File: src/rtl/io_responder_pkg.sv
// Shared types and constants for the I/O-space responder: address map,
// STATUS bit positions and the packed STATUS layout.
package io_responder_pkg;

  localparam int DATA_W = 16;

  localparam logic [1:0] IO_ADDR_TX     = 2'd0;
  localparam logic [1:0] IO_ADDR_RX     = 2'd1;
  localparam logic [1:0] IO_ADDR_STATUS = 2'd2;
  localparam logic [1:0] IO_ADDR_RSVD   = 2'd3;

  localparam int ST_TX_FULL  = 0;
  localparam int ST_TX_EMPTY = 1;
  localparam int ST_RX_FULL  = 2;
  localparam int ST_RX_EMPTY = 3;
  localparam int ST_TX_CNT_LO = 4;
  localparam int ST_RX_CNT_LO = 7;
  localparam int ST_TX_OVF   = 10;
  localparam int ST_RX_UDF   = 11;

  // Field order is MSB first so the struct maps directly onto the STATUS word.
  typedef struct packed {
    logic [3:0] rsvd;
    logic       rx_udf;
    logic       tx_ovf;
    logic [2:0] rx_count;
    logic [2:0] tx_count;
    logic       rx_empty;
    logic       rx_full;
    logic       tx_empty;
    logic       tx_full;
  } io_status_t;

endpackage

File: src/rtl/io_responder_if.sv
// CPU-side iom bus plus the TX/RX valid/ready streams of the I/O responder.
interface io_responder_if;
  import io_responder_pkg::*;

  logic              iom_in;
  logic              wen_in;
  logic [15:0]       addr_in;
  logic [DATA_W-1:0] data_in;
  logic [DATA_W-1:0] data_out;

  logic              tx_valid_out;
  logic [DATA_W-1:0] tx_data_out;
  logic              tx_ready_in;

  logic              rx_valid_in;
  logic [DATA_W-1:0] rx_data_in;
  logic              rx_ready_out;

  modport master (
    output iom_in, wen_in, addr_in, data_in, tx_ready_in, rx_valid_in, rx_data_in,
    input  data_out, tx_valid_out, tx_data_out, rx_ready_out
  );

  modport slave (
    input  iom_in, wen_in, addr_in, data_in, tx_ready_in, rx_valid_in, rx_data_in,
    output data_out, tx_valid_out, tx_data_out, rx_ready_out
  );

endinterface

File: src/rtl/io_fifo.sv
// Synchronous FIFO used for both responder directions; push/pop are
// self-qualified against the pre-edge full/empty state.
module io_fifo
  import io_responder_pkg::*;
#(
  parameter int DEPTH = 4,
  localparam int PTR_W = $clog2(DEPTH),
  localparam int CNT_W = PTR_W + 1
) (
  input  logic              clk,
  input  logic              rst_n,
  input  logic              i_push,
  input  logic [DATA_W-1:0] i_push_data,
  input  logic              i_pop,
  output logic [DATA_W-1:0] o_head,
  output logic              o_full,
  output logic              o_empty,
  output logic [CNT_W-1:0]  o_count
);

  localparam logic [CNT_W-1:0] FULL_CNT = CNT_W'(DEPTH);

  logic [DATA_W-1:0] r_mem [DEPTH];
  logic [PTR_W-1:0]  r_wr_ptr;
  logic [PTR_W-1:0]  r_rd_ptr;
  logic [CNT_W-1:0]  r_count;
  logic              w_push;
  logic              w_pop;

  assign o_full  = (r_count == FULL_CNT);
  assign o_empty = (r_count == '0);
  assign o_count = r_count;
  assign w_push  = i_push & ~o_full;
  assign w_pop   = i_pop & ~o_empty;

  // Storage is left unreset, so an empty FIFO presents zero instead of stale data.
  assign o_head = o_empty ? '0 : r_mem[r_rd_ptr];

  always_ff @(posedge clk or negedge rst_n) begin
    if (!rst_n) begin
      r_wr_ptr <= '0;
      r_rd_ptr <= '0;
      r_count  <= '0;
    end else begin
      if (w_push) r_wr_ptr <= r_wr_ptr + PTR_W'(1);
      if (w_pop)  r_rd_ptr <= r_rd_ptr + PTR_W'(1);
      case ({w_push, w_pop})
        2'b10:   r_count <= r_count + CNT_W'(1);
        2'b01:   r_count <= r_count - CNT_W'(1);
        default: r_count <= r_count;
      endcase
    end
  end

  always_ff @(posedge clk) begin
    if (w_push) r_mem[r_wr_ptr] <= i_push_data;
  end

endmodule

File: src/rtl/io_responder.sv
// I/O-space responder: address decode, combinational read mux and error flags.
// Optional sticky tx_ovf/rx_udf flags are built when IORESP_ERR_FLAGS_EN is defined.
module io_responder
  import io_responder_pkg::*;
#(
  parameter int DEPTH = 4
) (
  input  logic           clk,
  input  logic           rst_n,
  io_responder_if.slave  bus
);

  localparam int CNT_W = $clog2(DEPTH) + 1;

  function automatic logic [2:0] sat_cnt(input logic [CNT_W-1:0] c);
    if (32'(c) > 32'd7) return 3'd7;
    return 3'(c);
  endfunction

  logic [1:0]        w_sel;
  logic              w_wr;
  logic              w_rd;
  logic              w_tx_push;
  logic              w_rx_pop;
  logic              w_stat_rd;
  logic              w_unused_addr;

  logic [DATA_W-1:0] w_tx_head;
  logic              w_tx_full;
  logic              w_tx_empty;
  logic [CNT_W-1:0]  w_tx_count;
  logic [DATA_W-1:0] w_rx_head;
  logic              w_rx_full;
  logic              w_rx_empty;
  logic [CNT_W-1:0]  w_rx_count;

  logic              w_tx_ovf;
  logic              w_rx_udf;
  io_status_t        w_status;
  logic [DATA_W-1:0] w_rdata;

  assign w_sel         = bus.addr_in[1:0];
  assign w_unused_addr = ^bus.addr_in[15:2];
  assign w_wr          = bus.iom_in & ~bus.wen_in;
  assign w_rd          = bus.iom_in & bus.wen_in;
  assign w_tx_push     = w_wr && (w_sel == IO_ADDR_TX);
  assign w_rx_pop      = w_rd && (w_sel == IO_ADDR_RX);
  assign w_stat_rd     = w_rd && (w_sel == IO_ADDR_STATUS);

  io_fifo #(.DEPTH(DEPTH)) u_tx_fifo (
    .clk         (clk),
    .rst_n       (rst_n),
    .i_push      (w_tx_push),
    .i_push_data (bus.data_in),
    .i_pop       (bus.tx_ready_in),
    .o_head      (w_tx_head),
    .o_full      (w_tx_full),
    .o_empty     (w_tx_empty),
    .o_count     (w_tx_count)
  );

  io_fifo #(.DEPTH(DEPTH)) u_rx_fifo (
    .clk         (clk),
    .rst_n       (rst_n),
    .i_push      (bus.rx_valid_in),
    .i_push_data (bus.rx_data_in),
    .i_pop       (w_rx_pop),
    .o_head      (w_rx_head),
    .o_full      (w_rx_full),
    .o_empty     (w_rx_empty),
    .o_count     (w_rx_count)
  );

  assign bus.tx_valid_out = ~w_tx_empty;
  assign bus.tx_data_out  = w_tx_head;
  assign bus.rx_ready_out = ~w_rx_full;

`ifdef IORESP_ERR_FLAGS_EN
  logic r_tx_ovf;
  logic r_rx_udf;
  logic w_tx_drop;
  logic w_rx_miss;

  assign w_tx_drop = w_tx_push & w_tx_full;
  assign w_rx_miss = w_rx_pop & w_rx_empty;

  // A new error in the clearing cycle wins over the clear.
  always_ff @(posedge clk or negedge rst_n) begin
    if (!rst_n) begin
      r_tx_ovf <= 1'b0;
      r_rx_udf <= 1'b0;
    end else begin
      r_tx_ovf <= w_tx_drop | (r_tx_ovf & ~w_stat_rd);
      r_rx_udf <= w_rx_miss | (r_rx_udf & ~w_stat_rd);
    end
  end

  assign w_tx_ovf = r_tx_ovf;
  assign w_rx_udf = r_rx_udf;
`else
  assign w_tx_ovf = 1'b0;
  assign w_rx_udf = 1'b0;
`endif

  always_comb begin
    w_status          = '0;
    w_status.tx_full  = w_tx_full;
    w_status.tx_empty = w_tx_empty;
    w_status.rx_full  = w_rx_full;
    w_status.rx_empty = w_rx_empty;
    w_status.tx_count = sat_cnt(w_tx_count);
    w_status.rx_count = sat_cnt(w_rx_count);
    w_status.tx_ovf   = w_tx_ovf;
    w_status.rx_udf   = w_rx_udf;
  end

  always_comb begin
    w_rdata = '0;
    if (w_rd) begin
      case (w_sel)
        IO_ADDR_RX:     w_rdata = w_rx_head;
        IO_ADDR_STATUS: w_rdata = w_status;
        default:        w_rdata = '0;
      endcase
    end
  end

  assign bus.data_out = w_rdata;

endmodule

File: src/flat_wrapper.sv
// flat-port wrapper written by rule: the top's interface ports become plain ports
module io_responder_flat import io_responder_pkg::*;
#(
  parameter int DEPTH = 4
)
  (clk, rst_n, bus_iom_in, bus_wen_in, bus_addr_in, bus_data_in, bus_tx_ready_in, bus_rx_valid_in, bus_rx_data_in, bus_data_out, bus_tx_valid_out, bus_tx_data_out, bus_rx_ready_out);
  io_responder_if bus_i ();
  input  logic clk;
  input  logic rst_n;
  input wire logic [$bits(bus_i.iom_in)-1:0] bus_iom_in;
  input wire logic [$bits(bus_i.wen_in)-1:0] bus_wen_in;
  input wire logic [$bits(bus_i.addr_in)-1:0] bus_addr_in;
  input wire logic [$bits(bus_i.data_in)-1:0] bus_data_in;
  input wire logic [$bits(bus_i.tx_ready_in)-1:0] bus_tx_ready_in;
  input wire logic [$bits(bus_i.rx_valid_in)-1:0] bus_rx_valid_in;
  input wire logic [$bits(bus_i.rx_data_in)-1:0] bus_rx_data_in;
  output wire logic [$bits(bus_i.data_out)-1:0] bus_data_out;
  output wire logic [$bits(bus_i.tx_valid_out)-1:0] bus_tx_valid_out;
  output wire logic [$bits(bus_i.tx_data_out)-1:0] bus_tx_data_out;
  output wire logic [$bits(bus_i.rx_ready_out)-1:0] bus_rx_ready_out;
  assign bus_i.iom_in = bus_iom_in;
  assign bus_i.wen_in = bus_wen_in;
  assign bus_i.addr_in = bus_addr_in;
  assign bus_i.data_in = bus_data_in;
  assign bus_i.tx_ready_in = bus_tx_ready_in;
  assign bus_i.rx_valid_in = bus_rx_valid_in;
  assign bus_i.rx_data_in = bus_rx_data_in;
  assign bus_data_out = bus_i.data_out;
  assign bus_tx_valid_out = bus_i.tx_valid_out;
  assign bus_tx_data_out = bus_i.tx_data_out;
  assign bus_rx_ready_out = bus_i.rx_ready_out;
  io_responder #(.DEPTH(DEPTH)) u_core (.clk(clk), .rst_n(rst_n), .bus(bus_i));
endmodule
File: config.mk
export PLATFORM = sky130hd
export DESIGN_NAME = io_responder_flat
export DESIGN_NICKNAME = d
export VERILOG_FILES = /design/src/rtl/io_responder_pkg.sv /design/src/rtl/io_responder_if.sv /design/src/rtl/io_fifo.sv /design/src/rtl/io_responder.sv /design/src/flat_wrapper.sv
export SDC_FILE = /design/constraint.sdc
export NUM_CORES = 1
export LEC_CHECK = 0
export BUFFER_PORTS_ARGS = -buffer_cell sky130_fd_sc_hd__buf_4
export CORE_MARGIN = 2
export CORE_UTILIZATION = 41
export CTS_CLUSTER_SIZE = 20
export DETAILED_ROUTE_END_ITERATION = 16
export PLACE_DENSITY = 0.59
export SLEW_MARGIN = 40
export SYNTH_ARGS = -nofsm -noshare
export SYNTH_HDL_FRONTEND = slang
export SYNTH_SLANG_ARGS = --single-unit
File: constraint.sdc
create_clock -name clk -period 3.6 [get_ports clk]
set_input_delay 0.36 -clock clk [delete_from_list [all_inputs] [get_ports clk]]
set_output_delay 0.36 -clock clk [all_outputs]
set_load 0.03 [all_outputs]
==> reports/metrics.yaml <==
drive_gt1_share_pct: 30.4
dieArea_mm2: 0.0154
clock_path_buffers: 2
antenna_found_initial: 0
io_pins: 88
post-cts-setup-buffers: 0
pwr-share-seq_pct: 41.1
min-delay-start: "bus_rx_data_in[2]"
gr-total-overflow: 0
fin_nets: 451
via_count: 2921
p_comb_share_pct: 27.3
min_path_type: "in -> reg"
core_mm2: 0.0140
crit_type: "reg -> out"
yosysWarnings: 0
via_per_inst: 5.08
critPathMaxStageDelay_ps: 790
status: "finished clean"
die_h_um: 124
dp_slack_ps: 1100
vdd_drop_max_mv: 0.591
grt_pass1_vias: 3068
critPathRequiredTime_ps: 3240
max_freq_ghz: 0.363
synth_cells: 295
drc_errors: 0
drt_iter0_drc: 197
highest_layer: "met4"
cp_top_family: "flip-flops"
hold_ws_ps: 140
synth_seq_cells: 142
layout-area-overhead-vs-synth_pct: 22.9
internal_power_mw: 3.94
leakage_nw: 2.71
reg2reg_from: "u_core.u_tx_fifo.o_count[2]$_DFFE_PN0P_"
cp_common_cell: "buf_4"
rr_worst_depth: 8
setup_ws_ps: 846
ant_nets: 0
final_cells: 575
slew_headroom_pct: 46.0
post_drt_wl_per_cell_um: 18.3
rsz0062_at_grt: "no"
critical_path_buf_inv_count: 2
dp.cells: 542
ys_seq_area_share_pct: 71.0
start_kind: "flip-flop"
htree_levels: 4
crit_arrival_ps: 2390
grt_max_degree: 21
p_total_mw: 5.58
slowest_stage: "dfrtp_1"
min_path_cells: 1
p_clk_share_pct: 31.7
hold_violations: 0
io_buffers: 73
finalSetupViolations: 0
end_kind: "output port"
crit_chain: "buf_4 > mux4_1 > and2_1 > buf_4"
post_synth.cell_area_avg_um2: 20.0
post_dp_cell_area_mm2: 0.00665
diodes: 0
clock-sinks: 142
hold_end: "u_core.u_rx_fifo.r_mem[1][2]$_DFFE_PP_"
power_density_mw_per_mm2: 769
synth_cell_types: 30
place.gp.congestion: 0.743
hpwlAfterDp_mm: 6.60
initial_core_util_pct: 42.2
clockRootBuffer: "clkbuf_16"
met3_length_um: 582
tightest_slew_ps: 810
final_max_slew_viol_count: 0
path_clk_slew_ps: 60
p_sw_share_pct: 29.5
synth_flop_cell: "edfxtp_1"
final_common_cell: "edfxtp_1"
finalClockSkew_ps: 4.72
dr.pass1.iters: 4
timing.final.crit_period_ps: 2750
wl_mm: 10.5
syn-num-nets: 364
numCtsBuffers: 17
netSwitchingPower_mw: 1.65
layout_common_cells: "edfxtp_1 (128), buf_4 (80), mux4_1 (27), and2_1 (26), clkbuf_16 (17)"
reg2reg_to: "u_core.u_tx_fifo.o_count[2]$_DFFE_PN0P_"
cts_tree: "done"
reg2reg_slack_ps: 1110
finalSetupTns_ps: 0
utilization_pct: 51.9
grt_use_total_pct: 15.2
die_w_um: 124
grt_pass1_wl_mm: 16.4
syn_area_mm2: 0.00591
drv_cap: 0
synthArstFlopShare_pct: 9.86
core.rowCount: 43
fin_crit_sh_pct: 76.5
worstPathMaxFanout: 13
dr_wl_met2_mm: 5.29
stdcell_area_mm2: 0.00726
worstSkewPairLatency_ps: 420
wl_met1_mm: 4.50
synth_edf_count: 128
[flip-flops by register name, indices dropped and copies added, names as in the netlist]
signal	flops
u_core.u_tx_fifo.r_mem	64
u_core.u_tx_fifo.r_wr_ptr	2
u_core.u_rx_fifo.r_wr_ptr	2
u_core.u_rx_fifo.r_rd_ptr	2
u_core.u_tx_fifo.o_count	3
u_core.u_tx_fifo.r_rd_ptr	2
u_core.u_rx_fifo.o_count	3
u_core.u_rx_fifo.r_mem	64
[worst register-to-register path: stages, from the launching register on]
cell	delay, ps
dfrtp_1	440
or3_1	630
and2_1	280
ha_1	200
inv_1	60
fa_1	370
xor2_1	150
nor2_1	130
xor2_1	160
[cell families (layout without fill, tap and decap cells)]
family                   count (synthesis)  in the layout  share of synthesized area (%)
AO/OA/AOI/OAI                           13             13                           2.07
buffers and inverters                   28            128                           2.50
XOR/XNOR                                12             12                           1.78
AND/OR/NAND/NOR                         50             50                           4.79
adder cells (fa/ha/maj)                 15             15                           3.43
flip-flops                             142            142                           71.0
multiplexers                            35             35                           14.5
[routing by layer]
| layer | vias to the layer above | GRT usage (%) |
|---|---|---|
| met3 | 16 | 5.31 |
| met2 | 82 | 25.4 |
| li1 | 1350 | - |
| met1 | 1473 | 17.7 |
| met4 | 0 | 6.74 |
| met5 | - | 0 |
[cells in the mapped netlist, types with 3 or more instances]
cell type,instances,area (µm²)
xor2_1,7,61.3
edfxtp_1,128,3840
a32o_1,8,80.1
and2_1,31,194
nand3_1,4,20.0
nand2_1,3,11.3
mux4_1,27,709
dfrtp_1,14,350
buf_6,5,56.3
nor2_1,7,26.3
ha_1,13,163
mux4_2,5,113
buf_2,4,20.0
xnor2_1,5,43.8
inv_1,15,56.3
[worst max-delay path by stage]
stage,from,end,slack [ps],depth (start not counted)
2_1_floorplan,u_core.u_tx_fifo.o_count[1]$_DFFE_PN0P_,u_core.u_tx_fifo.o_count[1]$_DFFE_PN0P_,1610,7
3_3_place_gp,u_core.u_tx_fifo.o_count[2]$_DFFE_PN0P_,u_core.u_tx_fifo.o_count[2]$_DFFE_PN0P_,1130,8
3_5_place_dp,u_core.u_tx_fifo.o_count[2]$_DFFE_PN0P_,u_core.u_tx_fifo.o_count[2]$_DFFE_PN0P_,1100,8
4_1_cts,u_core.u_rx_fifo.r_rd_ptr[0]$_DFFE_PN0P_,bus_data_out[10],730,4
5_1_grt,u_core.u_rx_fifo.r_rd_ptr[0]$_DFFE_PN0P_,bus_data_out[10],700,4
6_report,u_core.u_rx_fifo.r_rd_ptr[0]$_DFFE_PN0P_,bus_data_out[10],850,4
[power groups by stage]
stage | combinational, mW | clock (mW) | sequential, mW
6_report | 1.52 | 1.77 | 2.29
5_1_grt | 1.67 | 1.87 | 2.33
4_1_cts | 1.56 | 1.81 | 2.31
3_3_place_gp | 1.53 | 0 | 2.33
2_1_floorplan | 1.21 | 0 | 2.17
3_5_place_dp | 1.55 | 0 | 2.34
[layout make-up]
cell class	count	area (µm²)
timing repair buffer	81	611
sequential	142	4190
multi-input combinational	125	1570
inverter	15	56.3
tap	180	225
clock inverter	15	176
fill	1160	6730
clock buffer	17	425
[what timing repair did]
| item | CTS | global route |
|---|---|---|
| hold buffers | 1 | 0 |
| endpoints found under the hold margin | 14 | 0 |
| gates resized for setup | 0 | 0 |
(Power assumes the default switching activity.)
